<file path="config.mk">
export PLATFORM = sky130hd
export DESIGN_NAME = game_tick_scheduler
export DESIGN_NICKNAME = d
export VERILOG_FILES = /design/src/rtl/game_tick_scheduler.sv
export SDC_FILE = /design/constraint.sdc
export NUM_CORES = 1
export LEC_CHECK = 0
export CAP_MARGIN = 20
export CELL_PAD_IN_SITES_DETAIL_PLACEMENT = 2
export CELL_PAD_IN_SITES_GLOBAL_PLACEMENT = 2
export CORE_MARGIN = 2
export CORE_UTILIZATION = 34
export DETAILED_ROUTE_END_ITERATION = 8
export GPL_ROUTABILITY_DRIVEN = 0
export PLACE_DENSITY_LB_ADDON = 0.05
export SLEW_MARGIN = 15
export SYNTH_ARGS = -nofsm -noshare
export SYNTH_HDL_FRONTEND = slang
export SYNTH_SLANG_ARGS = --single-unit
</file>
<file path="constraint.sdc">
create_clock -name clk -period 6.3 [get_ports clk]
set_input_delay 1.575 -clock clk [delete_from_list [all_inputs] [get_ports clk]]
set_output_delay 1.575 -clock clk [all_outputs]
set_load 0.005 [all_outputs]
</file>
<file path="src/rtl/game_tick_scheduler.sv">
// game_tick_scheduler: frame sequencer for the block-stacking game.
// It turns each speed-counter tick into an erase / shift / draw sequence,
// services player drops through a landing-check handshake, and raises the
// difficulty every DROPS_PER_LEVEL successful drops.
// Optional feature macro: HANDSHAKE_WATCHDOG_EN (watchdog on erase/draw waits).
module game_tick_scheduler #(
    parameter logic [2:0]  START_DIFF      = 3'd7,
    parameter logic [2:0]  MIN_DIFF        = 3'd1,
    parameter int          DROPS_PER_LEVEL = 4,
    parameter logic [19:0] TIMEOUT_CYCLES  = 20'd1000000
) (
    input  logic       clk,
    input  logic       resetn,
    input  logic       start,
    input  logic       tick,
    input  logic       drop,
    input  logic       erase_done,
    input  logic       draw_done,
    input  logic       check_valid,
    input  logic       check_hit,
    output logic       spd_load,
    output logic [2:0] spd_difficulty,
    output logic       erase_req,
    output logic       shift_en,
    output logic       draw_req,
    output logic       check_req,
    output logic       spawn,
    output logic [2:0] level,
    output logic [7:0] score,
    output logic       game_over,
    output logic       fault
);

    typedef enum logic [2:0] {
        S_IDLE,
        S_WAIT,
        S_ERASE,
        S_SHIFT,
        S_DRAW,
        S_CHECK,
        S_NEXT,
        S_OVER
    } state_t;

    localparam logic [3:0] DPL = DROPS_PER_LEVEL[3:0];

    state_t     state_reg, state_next;
    logic [2:0] diff_reg, diff_next;
    logic [2:0] level_reg, level_next;
    logic [7:0] score_reg, score_next;
    logic [3:0] drop_cnt_reg, drop_cnt_next;
    logic       drop_pending_reg, drop_pending_next;
    logic       erase_req_reg, shift_en_reg, draw_req_reg, check_req_reg;
    logic       spd_load_reg, spawn_reg, game_over_reg;
    logic       wd_expire;

`ifdef HANDSHAKE_WATCHDOG_EN
    logic [19:0] wd_cnt_reg;
    logic        fault_reg;

    // Expire only while genuinely waiting: a done arriving on the last
    // cycle takes the normal path and does not flag a fault.
    assign wd_expire = ((state_reg == S_ERASE && !erase_done) ||
                        (state_reg == S_DRAW  && !draw_done)) &&
                       (wd_cnt_reg == TIMEOUT_CYCLES - 20'd1);

    // Watchdog counter restarts on entry to a wait state; fault is sticky.
    always_ff @(posedge clk or negedge resetn) begin
        if (!resetn) begin
            wd_cnt_reg <= '0;
            fault_reg  <= 1'b0;
        end else begin
            if (state_next != state_reg &&
                (state_next == S_ERASE || state_next == S_DRAW))
                wd_cnt_reg <= '0;
            else if (state_reg == S_ERASE || state_reg == S_DRAW)
                wd_cnt_reg <= wd_cnt_reg + 20'd1;
            if (wd_expire)
                fault_reg <= 1'b1;
        end
    end

    assign fault = fault_reg;
`else
    logic unused_timeout;
    assign unused_timeout = ^TIMEOUT_CYCLES;
    assign wd_expire      = 1'b0;
    assign fault          = 1'b0;
`endif

    // Next-state and game-datapath logic.
    always_comb begin
        state_next        = state_reg;
        diff_next         = diff_reg;
        level_next        = level_reg;
        score_next        = score_reg;
        drop_cnt_next     = drop_cnt_reg;
        drop_pending_next = drop_pending_reg;

        case (state_reg)
            S_IDLE, S_OVER: begin
                if (start) begin
                    state_next    = S_NEXT;
                    diff_next     = START_DIFF;
                    level_next    = 3'd0;
                    score_next    = 8'd0;
                    drop_cnt_next = 4'd0;
                end
            end
            S_WAIT: begin
                // A drop beats a coincident tick; that tick is lost.
                if (drop_pending_reg || drop)
                    state_next = S_CHECK;
                else if (tick)
                    state_next = S_ERASE;
            end
            S_ERASE: begin
                if (erase_done || wd_expire)
                    state_next = S_SHIFT;
            end
            S_SHIFT: state_next = S_DRAW;
            S_DRAW: begin
                if (draw_done || wd_expire)
                    state_next = S_WAIT;
            end
            S_CHECK: begin
                if (check_valid) begin
                    if (check_hit) begin
                        state_next = S_NEXT;
                        if (score_reg != 8'hFF)
                            score_next = score_reg + 8'd1;
                        if (drop_cnt_reg + 4'd1 == DPL) begin
                            drop_cnt_next = 4'd0;
                            if (level_reg != 3'd7)
                                level_next = level_reg + 3'd1;
                            diff_next = (diff_reg > MIN_DIFF) ? diff_reg - 3'd1 : MIN_DIFF;
                        end else begin
                            drop_cnt_next = drop_cnt_reg + 4'd1;
                        end
                    end else begin
                        state_next = S_OVER;
                    end
                end
            end
            S_NEXT: state_next = S_DRAW;
            default: state_next = S_IDLE;
        endcase

        // Drops that land mid-sequence are remembered (collapsed to one)
        // and serviced at the next WAIT; entering CHECK consumes them.
        if (state_reg == S_ERASE || state_reg == S_SHIFT || state_reg == S_DRAW ||
            state_reg == S_CHECK || state_reg == S_NEXT) begin
            if (drop)
                drop_pending_next = 1'b1;
        end
        if (state_next == S_CHECK && state_reg != S_CHECK)
            drop_pending_next = 1'b0;
    end

    // State, datapath and registered outputs decoded from the next state.
    always_ff @(posedge clk or negedge resetn) begin
        if (!resetn) begin
            state_reg        <= S_IDLE;
            diff_reg         <= START_DIFF;
            level_reg        <= 3'd0;
            score_reg        <= 8'd0;
            drop_cnt_reg     <= 4'd0;
            drop_pending_reg <= 1'b0;
            erase_req_reg    <= 1'b0;
            shift_en_reg     <= 1'b0;
            draw_req_reg     <= 1'b0;
            check_req_reg    <= 1'b0;
            spd_load_reg     <= 1'b0;
            spawn_reg        <= 1'b0;
            game_over_reg    <= 1'b0;
        end else begin
            state_reg        <= state_next;
            diff_reg         <= diff_next;
            level_reg        <= level_next;
            score_reg        <= score_next;
            drop_cnt_reg     <= drop_cnt_next;
            drop_pending_reg <= drop_pending_next;
            erase_req_reg    <= (state_next == S_ERASE);
            shift_en_reg     <= (state_next == S_SHIFT);
            draw_req_reg     <= (state_next == S_DRAW);
            check_req_reg    <= (state_next == S_CHECK) && (state_reg != S_CHECK);
            spd_load_reg     <= (state_next == S_NEXT);
            spawn_reg        <= (state_next == S_NEXT);
            game_over_reg    <= (state_next == S_OVER);
        end
    end

    assign spd_load       = spd_load_reg;
    assign spd_difficulty = diff_reg;
    assign erase_req      = erase_req_reg;
    assign shift_en       = shift_en_reg;
    assign draw_req       = draw_req_reg;
    assign check_req      = check_req_reg;
    assign spawn          = spawn_reg;
    assign level          = level_reg;
    assign score          = score_reg;
    assign game_over      = game_over_reg;

endmodule
</file>
* Word level (Yosys, flattened, before mapping)
Index checks and enable logic that the tools add are counted.
Word-level totals: output and inout port bits 22, input port bits 9, flip-flop bits (word level) 28, logic and storage cells 90
Operators by class: $add $sub $neg 4, order comparisons 1, muxes and demuxes 33, eq/ne operators 23, reduce and logical (&&, ||, !) cells 17
Operators by type and width (number):
- $mux 3 | 16
- $mux 8 | 4
- $eq 3x3->1 const B | 8
- $pmux 3 s6 | 1
- $mux 4 | 4
- $pmux 8 s2 | 1
- $eq 3x2->1 const B | 4
- $ne 2x2->1 const B | 6
- $pmux 3 s2 | 2
- $reduce_and 5->1 | 2
- $add 8x1->8 const B | 1
- $ne 8x8->1 const B | 1
- $pmux 4 s2 | 1
- $ne 3x3->1 const B | 2
- $reduce_and 6->1 | 1
- $reduce_bool 2->1 | 3
- $logic_or 1x1->1 | 5
- $add 4x1->4 const B | 1
- $eq 4x3->1 const B | 1
- $mux 1 | 4
- $reduce_and 4->1 | 1
- $reduce_or 2->1 | 2
- $add 3x1->3 const B | 1
- $eq 3x1->1 const B | 1
- 5 further kinds | 5

* Depth between registers and ports, before layout
word-level depth 7, mapped depth 8, gate-level depth less buffers 7

* Least setup slack after synthesis
Ideal clock, no wire load.
path type input port to flip-flop, start point in erase_done, end point reg level_reg[0] (netlist: level[0]), cell stages on the path 6, path buffers 1, arrival 2722 ps, setup slack 3454 ps, required time 6175 ps, library setup time 125 ps, cells stage by stage nor4bb_1 > a311oi_1 > nor2b_1 > buf_4 > o211ai_1 > mux2_2
RTL lines:
- start, declared | line 17 | input logic erase_done,
- end signal, assigned | line 179 | level_reg <= level_next;
- end, declared | line 49 | logic [2:0] level_reg, level_next;

* Final worst setup path
start point in check_valid, end point reg score_reg[1] (netlist: score[1])
Between the ends: word-level cells in the longest chain between the ends 2
RTL lines:
- start, declared | line 19 | input logic check_valid,
- $ne 2x2->1 (no source line)
- $reduce_and 5->1 (no source line)
- end signal, assigned | line 180 | score_reg <= score_next;
- end, declared | line 50 | logic [7:0] score_reg, score_next;
Every way passes these cells. A chain may end at the register's enable or synchronous reset.

==> impl_metrics.toml <==
[pwr]
vdd_ir_drop_max_uv = 115
leakage_nw = 0.900
netSwitchingFraction_pct = 43.1
clock_power_share_pct = 18.1
seqPwrFrac_pct = 35.7
switching_power_summed_over_all_nets_mw = 0.345
cell_area_power_density_mw_per_mm2 = 395
comb_power_share_pct = 46.3
power_report.internal_total_mw = 0.454

[logic_synthesis]
gate_count_after_technology_mapping = 168
asyncSetResetFlopFracSynth_pct = 100
yosysSeqAreaShare_pct = 43.1
synth_fp_nets = 184
mux_contribution_to_synthesized_area_pct = 2.22
post_synth_num_cell_types = 55
synth_top_family_by_area = "compound AO/OA/AOI/OAI gates"
simple_gate_fraction_of_synth_area_pct = 19.4
syn_area_mm2 = 0.00163
synth_compound_area_share_pct = 24.0
synth_edf_count = 0
synth_xor_xnor_area_share_pct = 0.536
synth.yosys.warnings = 0
synth-seq-cells = 28
yosys_most_used_dff = "dfrtp_1"
yosys.area_share.adder_pct = 5.36
postSynthAreaPerCell_um2 = 9.73

[cts]
cts-buffers-inserted = 3
post_cts_resized = 0
cts.reportedPaths.clkPinSlew_ps = 100
max-clock-path-buffers = 2
clock_sink_count = 28
cts_setup_buffers = 0
tritoncts = "yes"
clock_latency_ps = 280
cts-htree-levels = 1
clock-root-buffer = "clkbuf_8"
cts-hold-fix-buffers = 0

[worst_setup_path]
r2r_end = "score[1]"
path_cells = "clkdlybuf4s50_1 > nand3b_1 > a311oi_1 > nor2b_1 > nand2_2 > o31ai_1"
critical_path.max_stage_delay_ps = 710
ff2ff_path_depth = 5
critPathRequiredTime_ps = 6470
crit_path_start_kind = "input pin"
worstSetupPathType = "in -> reg"
crit_path_max_fo = 9
crit_path_top_delay_cell = "nor2b_1"
rr_startpoint = "state_reg[0]"
timing.reg2reg.setup_slack_ps = 3640
worst_setup_path_end_kind = "flip-flop"
worstPathBufferInverterCount = 1
critical-path-top-delay-family = "simple AND/OR/NAND/NOR gates"
arrival_ps = 3970

[die]
fp.dieArea_mm2 = 0.00538
die_w_um = 73.3
initial_utilization_pct = 34.8
placement_rows = 25
chipHeight_um = 73.3
design.portCount = 31
core-area_mm2 = 0.00469

[sta]
timing.final.crit_period_ps = 3790
maxSlewViolCount = 0
fmax_mhz = 264
slew_headroom_pct = 46.7
timing_worst_slew_pin_value_ps = 798
hold-worst-slack_ps = 557
finalClockSkew_ps = 8.55
min_period_over_period_pct = 60.2
fin_setup_tns_ps = 0
finalSetupViolations = 0
rsz0062_at_grt = "false"
report.final.hold_viol_count = 0

[final_layout]
largest_register_ffs = 8
flow.area_growth_from_synthesis_pct = 24.0
drive_gt1_share_pct = 9.28
final_core_utilization_pct = 43.2
filler_cell_count = 516
multi_input_comb_area_um2 = 847
seqCellArea_um2 = 704
n_antenna_cell = 0
layout.nets = 211

[placed_design]
placement.io_buffers = 29
dpl.hpwl_um = 3740

[route]
post-route-drc-count = 0
drt_first_pass_iters = 4
detailroute.via_count = 1460
wl_per_cell_um = 20.4
ant_nets = 0
wirelength_um = 5060
drt-initial-drc-count = 50
routed_via_density = 5.89

[global_route]
vias_in_the_first_global_route = 1620
wire_length_of_the_first_global_routing_pass_um = 8490
groute.usage.overall_pct = 20.7
grt_antenna_before_repair = 0
grt_max_degree = 29
globalRouteOverflowTotal = 0

[hold_path]
min_delay_path_depth = 1
hold_path_end = "score[0]"
hold_path_class = "reg -> reg"
min_from = "score[0]"

[outcome]
run_status = "complete, no violations"

[job]
maxCapViolCount = 0
==> power by group through the flow <==
stage,clock network [mW],registers [mW],logic [mW]
after floorplan,0,0.258,0.255
after global placement,0,0.285,0.349
after detailed placement,0,0.287,0.367
after CTS,0.150,0.285,0.374
after global routing,0.156,0.296,0.413
final,0.144,0.285,0.370
==> worst reg2reg max path, stage by stage (launching register included) <==
cell and delay [ps]:
dfrtp_1 630, nor4bb_1 150, a311oi_1 450, nor2b_1 710
nand2_2 260, o31ai_1 360
==> how the worst max path moves through the flow <==
stage | startpoint | end | cells past startpoint
3_5_place_dp | check_valid | score[2] | 6
3_3_place_gp | check_valid | score[2] | 6
6_report | check_valid | score[1] | 6
2_1_floorplan | erase_done | level[0] | 6
5_1_grt | check_valid | score[1] | 6
4_1_cts | check_valid | score[1] | 6
==> layer usage <==
| metal | routed length, um | up-vias | track usage, % |
|---|---|---|---|
| li1 | - | 678 | - |
| met1 | 2320 | 752 | 27.3 |
| met2 | 2580 | 26 | 36.1 |
| met3 | 116 | 4 | 2.47 |
| met4 | 42 | 0 | 5.45 |
| met5 | 0 | - | 0 |
==> cell usage in the layout (no fill, tap or decap), drive strengths merged, types with 6 or more instances in the layout <==
master,n
inv,10
a31oi,9
ha,7
and3,6
clkdlybuf4s50,29
a21oi,9
o21ai,6
nand2,14
dfrtp,25
==> cell type report <==
| class | instances | share of cell area [%] |
|---|---|---|
| Multi-Input combinational cell | 122 | 41.8 |
| Sequential cell | 28 | 34.8 |
| Timing Repair Buffer | 30 | 14.7 |
| Tap cell | 54 | 3.34 |
| Clock buffer | 3 | 2.04 |
| Inverter | 10 | 1.85 |
| Clock inverter | 1 | 1.48 |
==> stage by stage <==
step | setup WS [ps] | power (mW) | area [um2] | std cells
floorplan | 3450 | 0.512 | 1630 | 168
global placement | 2330 | 0.634 | 1950 | 244
detailed placement | 2210 | 0.654 | 1950 | 244
CTS | 2500 | 0.808 | 2030 | 248
global route | 2230 | 0.865 | 2030 | 248
finish | 2510 | 0.799 | 2030 | 248
==> cell usage after synthesis, drive strengths merged (5+ instances only) <==
| cell | number | area (um2) |
|---|---|---|
| a31oi | 9 | 56.3 |
| buf | 6 | 37.5 |
| ha | 7 | 87.6 |
| and3 | 6 | 37.5 |
| inv | 10 | 37.5 |
| nand2b | 5 | 31.3 |
| o21ai | 6 | 30.0 |
| o31ai | 5 | 37.5 |
| nand3 | 5 | 25.0 |
| nor2 | 5 | 18.8 |
| nand2 | 14 | 55.1 |
| dfrtp | 25 | 626 |
| a21oi | 9 | 45.0 |
| nor3 | 5 | 25.0 |
==> kinds of logic after synthesis <==
| logic type | after synthesis |
|---|---|
| adder cells (fa/ha/maj) | 7 |
| AND/OR/NAND/NOR | 56 |
| other | 1 |
| flip-flops | 28 |
| XOR/XNOR | 1 |
| multiplexers | 3 |
| AO/OA/AOI/OAI | 54 |
| buffers and inverters | 18 |
No activity file was read; power rests on OpenSTA's default activity.
